===== src/rtl/pmc_seq_pkg.sv =====
// Shared types and helpers for the pixel-matrix shift sequencer.
// Holds the state encoding, the data word width and the phase-timer sizing rule.
package pmc_seq_pkg;

    localparam int PMC_WORD_W = 64;

    typedef enum logic [3:0] {
        IDLE   = 4'd0,
        GSETUP = 4'd1,
        LOAD   = 4'd2,
        SHA    = 4'd3,
        CLKH   = 4'd4,
        SHB    = 4'd5,
        STORE  = 4'd6,
        STROBE = 4'd7,
        DONE   = 4'd8
    } pmc_seq_state_t;

    // A divider of 1 still needs a one-bit counter.
    function automatic int pmc_timer_width(input int clk_div);
        int w;
        w = $clog2(clk_div);
        return (w < 1) ? 1 : w;
    endfunction

endpackage


===== src/rtl/pmc_phase_timer.sv =====
// Loadable down-counter that times one shift phase.
// expired is high whenever the count has reached zero.
module pmc_phase_timer #(
    parameter int WIDTH    = 2,
    parameter int LOAD_VAL = 3
) (
    input  logic clk,
    input  logic rst,
    input  logic load,
    output logic expired
);

    localparam logic [WIDTH-1:0] LOAD_V = WIDTH'(LOAD_VAL);
    localparam logic [WIDTH-1:0] ONE    = WIDTH'(1);

    logic [WIDTH-1:0] count_q;
    logic [WIDTH-1:0] count_d;

    always_comb begin
        count_d = count_q;
        if (load) begin
            count_d = LOAD_V;
        end else if (count_q != '0) begin
            count_d = count_q - ONE;
        end
    end

    always_ff @(posedge clk) begin
        if (rst) begin
            count_q <= '0;
        end else begin
            count_q <= count_d;
        end
    end

    assign expired = (count_q == '0);

endmodule


===== src/rtl/pmc_shift_sequencer.sv =====
// Drives one configuration/readout shift transaction onto the pixel-matrix control lines:
// gate setup, then per word LOAD/SHA/CLKH/SHB, then STORE/STROBE and a done pulse.
module pmc_shift_sequencer
    import pmc_seq_pkg::*;
#(
    parameter int CLK_DIV = 4,
    parameter int WORDS_W = 8
) (
    input  logic                  clk,
    input  logic                  rst,
    input  logic                  start,
    input  logic                  abort,
    input  logic [WORDS_W-1:0]    word_cnt,
    input  logic                  wr_valid,
    input  logic [PMC_WORD_W-1:0] wr_data,
    output logic                  wr_ready,
    output logic                  busy,
    output logic                  done,
    output logic [PMC_WORD_W-1:0] pm_din,
    output logic                  pm_gate,
    output logic                  pm_sh_a,
    output logic                  pm_clk_sh,
    output logic                  pm_sh_b,
    output logic                  pm_store,
    output logic                  pm_strobe,
    output logic [3:0]            dbg_state
);

    localparam int                 TIMER_W = pmc_timer_width(CLK_DIV);
    localparam logic [WORDS_W-1:0] ONE     = WORDS_W'(1);

    pmc_seq_state_t        state_q, state_d;
    logic [WORDS_W-1:0]    remaining_q, remaining_d;
    logic [PMC_WORD_W-1:0] din_q, din_d;
    logic                  busy_q, busy_d;
    logic                  done_q, done_d;
    logic                  wr_ready_q, wr_ready_d;
    logic                  sh_a_q, sh_a_d;
    logic                  clk_sh_q, clk_sh_d;
    logic                  sh_b_q, sh_b_d;
    logic                  store_q, store_d;
    logic                  strobe_q, strobe_d;
    logic                  accept;
    logic                  zero_done;
    logic                  timer_load;
    logic                  expired;

    pmc_phase_timer #(
        .WIDTH    (TIMER_W),
        .LOAD_VAL (CLK_DIV - 1)
    ) u_timer (
        .clk     (clk),
        .rst     (rst),
        .load    (timer_load),
        .expired (expired)
    );

    // Stream handshake: a word transfers in exactly the cycle where wr_valid and
    // wr_ready are both high; the source holds wr_data stable while wr_valid is high.
    always_comb begin
        state_d     = state_q;
        remaining_d = remaining_q;
        din_d       = din_q;
        accept      = 1'b0;
        zero_done   = 1'b0;

        case (state_q)
            IDLE: begin
                if (start) begin
                    if (word_cnt != '0) begin
                        remaining_d = word_cnt;
                        state_d     = GSETUP;
                    end else begin
                        zero_done = 1'b1;
                    end
                end
            end
            GSETUP: if (expired) state_d = LOAD;
            LOAD: begin
                if (wr_valid && wr_ready_q) begin
                    accept  = 1'b1;
                    state_d = SHA;
                end
            end
            SHA:    if (expired) state_d = CLKH;
            CLKH:   if (expired) state_d = SHB;
            SHB:    if (expired) state_d = (remaining_q != '0) ? LOAD : STORE;
            STORE:  if (expired) state_d = STROBE;
            STROBE: if (expired) state_d = DONE;
            DONE:   state_d = IDLE;
            default: state_d = IDLE;
        endcase

        // A word handshaken in the same cycle as an abort is still consumed.
        if (accept) begin
            din_d = wr_data;
            if (remaining_q != '0) begin
                remaining_d = remaining_q - ONE;
            end
        end

        if (abort && (state_q != IDLE)) begin
            state_d = IDLE;
        end

        // Timed states never loop on themselves, so any state change re-arms the timer.
        timer_load = (state_d != state_q);

        busy_d     = (state_d != IDLE);
        done_d     = (state_d == DONE) || zero_done;
        wr_ready_d = (state_d == LOAD);
        sh_a_d     = (state_d == SHA);
        clk_sh_d   = (state_d == CLKH);
        sh_b_d     = (state_d == SHB);
        store_d    = (state_d == STORE);
        strobe_d   = (state_d == STROBE);
    end

    always_ff @(posedge clk) begin
        if (rst) begin
            state_q     <= IDLE;
            remaining_q <= '0;
            din_q       <= '0;
            busy_q      <= 1'b0;
            done_q      <= 1'b0;
            wr_ready_q  <= 1'b0;
            sh_a_q      <= 1'b0;
            clk_sh_q    <= 1'b0;
            sh_b_q      <= 1'b0;
            store_q     <= 1'b0;
            strobe_q    <= 1'b0;
        end else begin
            state_q     <= state_d;
            remaining_q <= remaining_d;
            din_q       <= din_d;
            busy_q      <= busy_d;
            done_q      <= done_d;
            wr_ready_q  <= wr_ready_d;
            sh_a_q      <= sh_a_d;
            clk_sh_q    <= clk_sh_d;
            sh_b_q      <= sh_b_d;
            store_q     <= store_d;
            strobe_q    <= strobe_d;
        end
    end

    assign wr_ready  = wr_ready_q;
    assign busy      = busy_q;
    assign done      = done_q;
    assign pm_din    = din_q;
    assign pm_gate   = busy_q;
    assign pm_sh_a   = sh_a_q;
    assign pm_clk_sh = clk_sh_q;
    assign pm_sh_b   = sh_b_q;
    assign pm_store  = store_q;
    assign pm_strobe = strobe_q;
    assign dbg_state = state_q;

endmodule


===== config.mk =====
export PLATFORM = sky130hd
export DESIGN_NAME = pmc_shift_sequencer
export DESIGN_NICKNAME = d
export VERILOG_FILES = /design/src/rtl/pmc_seq_pkg.sv /design/src/rtl/pmc_phase_timer.sv /design/src/rtl/pmc_shift_sequencer.sv
export SDC_FILE = /design/constraint.sdc
export NUM_CORES = 1
export LEC_CHECK = 0
export CORE_ASPECT_RATIO = 1.25
export CORE_MARGIN = 10
export CORE_UTILIZATION = 40
export CTS_BUF_LIST = sky130_fd_sc_hd__clkbuf_16
export DETAILED_ROUTE_END_ITERATION = 10
export PLACE_DENSITY = 0.87
export SKIP_CTS_REPAIR_TIMING = 1
export SYNTH_ARGS = -nofsm -noshare
export SYNTH_HDL_FRONTEND = slang
export SYNTH_SLANG_ARGS = --single-unit

===== constraint.sdc =====
create_clock -name clk -period 5 [get_ports clk]
set_input_delay 1.5 -clock clk [delete_from_list [all_inputs] [get_ports clk]]
set_output_delay 1.5 -clock clk [all_outputs]
set_load 0.02 [all_outputs]

# Yosys cells after proc, flatten, opt, wreduce, memory -nomap -nowiden
# Cells that the tools add are included.
# W data, S select, Z words.
# classes
eq_ne	15
muxes	24
n_addsub	2
reduce_logical	11
# ops
operator	count
$mux W4	10
$mux W8	5
$eq A4 B3 Y1 const B	8
$pmux W4 S8	1
$eq A4 B2 Y1 const B	4
$reduce_bool A8 Y1	2
$reduce_bool A4 Y1	2
$sub A8 B1 Y8 const B	1
$mux W1	5
$eq A4 B1 Y1 const B	1
$eq A4 B4 Y1 const B	1
$logic_not A4 Y1	1
$mux W2	2
$ne A4 B4 Y1	1
$reduce_bool A2 Y1	2
$mux W3	1
$logic_and A1 B1 Y1	2
$logic_not A2 Y1	1
$sub A2 B1 Y2 const B	1
$logic_or A1 B1 Y1	1
# word_totals
inputBits	77
out_inout_bits	77
regBits	86
elab_cells	64

# Logic depth before layout (Yosys ltp)
# logic_depth
depth_word	7
depth_mapped	7
ltp_nobuf	6

# Modules after synthesis
# Synthesis repeated with hierarchy kept, for this count alone.
# unflattened
hier_cells	408
area_unflattened_um2	3296.9
# by_module_without_submodules
module	area_per_inst_um2	seq_area_each_um2	n_inst	cells_each
pmc_shift_sequencer	3200.6	1681.6	1	398
pmc_phase_timer	96.3	40.0	1	10

# Least setup slack after synthesis
# Ideal clock, no wire load.
# synth_path
path_kind	input to register
start	input word_cnt[4]
end	register store_q (netlist: pm_store)
path_slack_ns	2.184
setup_time_ns	0.061
n_path_buf	0
stages	4
arrival_ns	2.755
path_cell_list	or4_4 > o211ai_4 > and4_4 > and4bb_1
# synth_between
elab_chain_cells	6
# synth_rtl
item	line	rtl
start, declared	pmc_shift_sequencer.sv:13	input logic [WORDS_W-1:0] word_cnt,
$reduce_bool A8 Y1	pmc_shift_sequencer.sv:70	if (word_cnt != '0) begin
$mux W4	pmc_shift_sequencer.sv:70	
$mux W4	pmc_shift_sequencer.sv:69	if (start) begin
$pmux W4 S8	pmc_shift_sequencer.sv:67	case (state_q)
$mux W4	pmc_shift_sequencer.sv:102	if (abort && (state_q != IDLE)) begin
$eq A4 B3 Y1	pmc_shift_sequencer.sv:115	store_d = (state_d == STORE);
end signal, assigned	pmc_shift_sequencer.sv:142	store_q <= store_d;
end, declared	pmc_shift_sequencer.sv:41	logic store_q, store_d;
# Every way passes these cells.
# A chain may end at the register's enable or synchronous reset.

# Final worst setup path
# layout_path
start	input wr_valid
end	register din_q[19] (netlist: pm_din[19])
# layout_between
elab_chain_cells	3
# layout_rtl
item	line	rtl
start, declared	pmc_shift_sequencer.sv:14	input logic wr_valid,
$logic_and A1 B1 Y1	pmc_shift_sequencer.sv:80	if (wr_valid && wr_ready_q) begin
$mux W1	pmc_shift_sequencer.sv:80	
$mux W1	pmc_shift_sequencer.sv:67	
end signal, assigned	pmc_shift_sequencer.sv:135	din_q <= din_d;
end, declared	pmc_shift_sequencer.sv:34	logic [PMC_WORD_W-1:0] din_q, din_d;
# Every way passes these cells.

==> flow_summary.yaml <==
outcome:
  outcome: "finished, final reports clean"
critical_path:
  cp_slowest_stage_delay_ps: 590
  arrival_ps: 3520
  crit_type: "in2reg"
  r2r-end: "pm_din[19]"
  crit_chain: "clkdlybuf4s50_1 > and4bb_2 > and2_2 > buf_4 > nand2_1 > a21oi_1"
  critPathMaxFanout: 36
  cp_slowest_cell: "and2_2"
  crit_family: "simple AND/OR/NAND/NOR gates"
  worstPathRequired_ps: 5250
  path_buf_inv: 2
  timing.rr.start: "dbg_state[1]"
  crit_path_start_kind: "input pin"
  reg2reg_depth: 5
  r2r_setup_slack_ps: 2680
  end_kind: "flop"
clocking:
  cts_made_buffers: 9
  cts_tree: "built"
  path_clk_slew_ps: 60
  clkLatencyLatePin_ps: 330
  cts_max_level: 3
  cts-root-buf: "clkbuf_16"
  clk_path_buf_depth: 2
  cts_sinks: 86
floorplan:
  rows: 37
  dieArea_um2: 12570
  ios: 154
  die_y_um: 122.9
  start_util: 0.4109
  die_w_um: 102.3
  coreArea_um2: 8240
power:
  p_seq_frac: 0.444
  p_sw_mw: 0.3655
  internal-power_mw: 1.236
  vdd_ir_drop_max_mv: 0.1978
  swShare: 0.2283
  clkPwrFrac: 0.434
  combPwrFrac: 0.121
  total_leakage_power_nw: 1.811
  power_density_nw_per_um2: 305.3
drt:
  antenna_left: 0
  drc: 0
  via_count: 3413
  avgViaCountPerCell: 5.227
  drtIter0Drc: 177
  firstDrtPassIters: 5
  routed_wirelength_mm: 10.64
  post_drt_wl_per_cell_um: 16.29
sta:
  min_period_ps: 3276
  setup_viol: 0
  tightest_slew_ps: 936.4
  finClkSkew_ps: 6.395
  fin_ws_ps: 1724
  finalHoldViolations: 0
  totalNegativeSetupSlack_ps: 0
  timing.final.crit_share: 0.6553
  drv_slew: 0
  slew_headroom: 0.3757
  max_freq_mhz: 305.2
  rsz0062_at_grt: "false"
hold_path:
  hp-start: "pm_din[3]"
  hold_depth: 2
  hold_path.class: "reg2reg"
  hold_path_end: "pm_din[3]"
synth:
  ys_ff_latch: 86
  synth_top_area_cell: "dfxtp_1"
  synth-edff-count: 0
  yosys-top-cells-area: "dfxtp_1 (51%), nand2_1 (16%), a21oi_1 (10%)"
  synth.avg_cell_area_um2: 8.158
  syn_area_um2: 3386
  ys_types: 46
  syn_inst: 415
  synth_warnings: 0
  yosysSeqAreaShare: 0.5085
  ys_async_sr_fraction: 0
  netlist.area_leader.share: 0.5085
  synth-main-ff-cell: "dfxtp_1"
  synth_fp_nets: 495
place:
  dpl-instance-area_um2: 4932
  dpl_worst_slack_ps: 1395
  place_congestion: 0.8070
  dp.cells: 638
  hpwl_mm: 8.013
  io_buffer_count: 153
layout:
  nets: 632
  layoutNonFillerInstCount: 653
  final_layout_size_suffix_gt1_frac: 0.05036
  n_antenna_cell: 0
  utilization: 0.6365
  final_cell_area_um2: 5245
  synthToLayoutAreaGrowth_pct: 54.92
global_route:
  grt_antenna_before_repair: 0
  grt_pass1_vias: 3383
  overflow: 0
  globalRouteTotalUtil: 0.1642
  grt_first_pass_wirelength_mm: 16.41
  grt_max_degree: 52
run:
  max_cap_violations: 0
[worst max path at each step]
stage	from	endpoint	slack, ps	cells after the start
after global routing	wr_valid	pm_din[19]	1510	6
after floorplan	word_cnt[4]	pm_store	2180	4
after detailed placement	wr_valid	pm_din[19]	1390	6
after CTS	wr_valid	pm_din[19]	1730	6
after global placement	wr_valid	pm_din[39]	1450	6
final	wr_valid	pm_din[19]	1720	6
[sequential cells by signal, indices dropped and copies added, names as in the netlist]
signal,cells
pm_din,64
remaining_q,8
dbg_state,4
u_timer.count_q,2
busy,1
done,1
pm_clk_sh,1
pm_sh_a,1
pm_sh_b,1
pm_store,1
pm_strobe,1
wr_ready,1
[cell usage after synthesis, types with 2 or more instances]
cell        n
and2_1      4
nor2b_1     2
dfxtp_1    86
a31oi_1     3
buf_2       9
a222oi_1    3
a32oi_1     2
xor2_1      2
a211oi_1    5
ha_1        3
or4_4       2
o21ai_0     2
nand3_1     2
nand2_1   141
o211ai_1    2
nor3_1      8
inv_1       9
a21oi_1    69
nand4_1     4
nor2_1      9
a211o_1     2
clkbuf_1   19
nor4_4      2
o311ai_0    3
[stage by stage]
| step | power, mW | hold slack (ps) |
|---|---|---|
| global placement | 0.9110 | 441.3 |
| CTS | 1.614 | 456.7 |
| floorplan | 0.8260 | 466.5 |
| global route | 1.660 | 465.3 |
| detailed placement | 0.9180 | 448.0 |
| finish | 1.601 | 451.7 |
[cells in the final DEF (no fill, tap or decap), types with 2 or more instances in the layout]
master,netlist,layout
clkdlybuf4s50_1,0,152
nand2_1,141,140
dfxtp_1,86,86
a21oi_1,69,69
inv_1,9,10
nor2_1,9,9
clkbuf_16,0,9
nor3_1,8,8
a211oi_1,5,5
nand4_1,4,4
and2_1,4,3
a222oi_1,3,3
o311ai_0,3,3
a31oi_1,3,3
ha_1,3,3
buf_4,1,3
nor2b_1,2,2
or4_4,2,2
nor4_4,2,2
o21ai_0,2,2
o211ai_1,2,2
a211o_1,2,2
xor2_1,2,2
nand3_1,2,2
a32oi_1,2,2
clkinvlp_4,0,2
bufinv_16,0,2
[area by class of cell]
class / instances / area (um2)
clock inverter: 6 / 87.58
timing repair buffer: 156 / 1549
fill: 681 / 2995
tap: 97 / 121.4
sequential: 86 / 1722
multi-input combinational: 290 / 1506
inverter: 9 / 33.78
clock buffer: 9 / 225.2
[layer usage]
metal,vias up,routed length [um],track usage,share of wire
met4,0,284,0.07155,0.027
met1,1568,3764,0.1607,0.35
met2,144,5454,0.2907,0.51
met5,-,0,0,0
met3,21,1132,0.07476,0.11
li1,1680,-,-,-
[power by group through the flow]
| stage | clock network [mW] | logic, mW | registers, mW |
|---|---|---|---|
| final | 0.696 | 0.194 | 0.711 |
| after global routing | 0.739 | 0.209 | 0.713 |
| after CTS | 0.709 | 0.194 | 0.711 |
| after detailed placement | 0 | 0.192 | 0.726 |
| after global placement | 0 | 0.186 | 0.725 |
| after floorplan | 0 | 0.101 | 0.725 |
[worst register-to-register path, cell delays in order, from the launching register on]
cell,delay [ps]
dfxtp_1,550
nor2b_1,340
and2_2,630
buf_4,460
nand2_1,120
a21oi_1,140
[cells by family (layout without fill, tap and decap cells)]
| family | after synthesis | count (layout) | share of synthesized area |
|---|---|---|---|
| compound gates | 96 | 96 | 0.1696 |
| fa+ha+maj | 3 | 3 | 0.01109 |
| xor+xnor | 3 | 3 | 0.007762 |
| buf+inv | 39 | 180 | 0.04767 |
| flops | 86 | 86 | 0.5085 |
| mux | 1 | 1 | 0.002957 |
| simple gates | 187 | 187 | 0.2524 |
No activity file was read; power rests on OpenSTA's default activity.
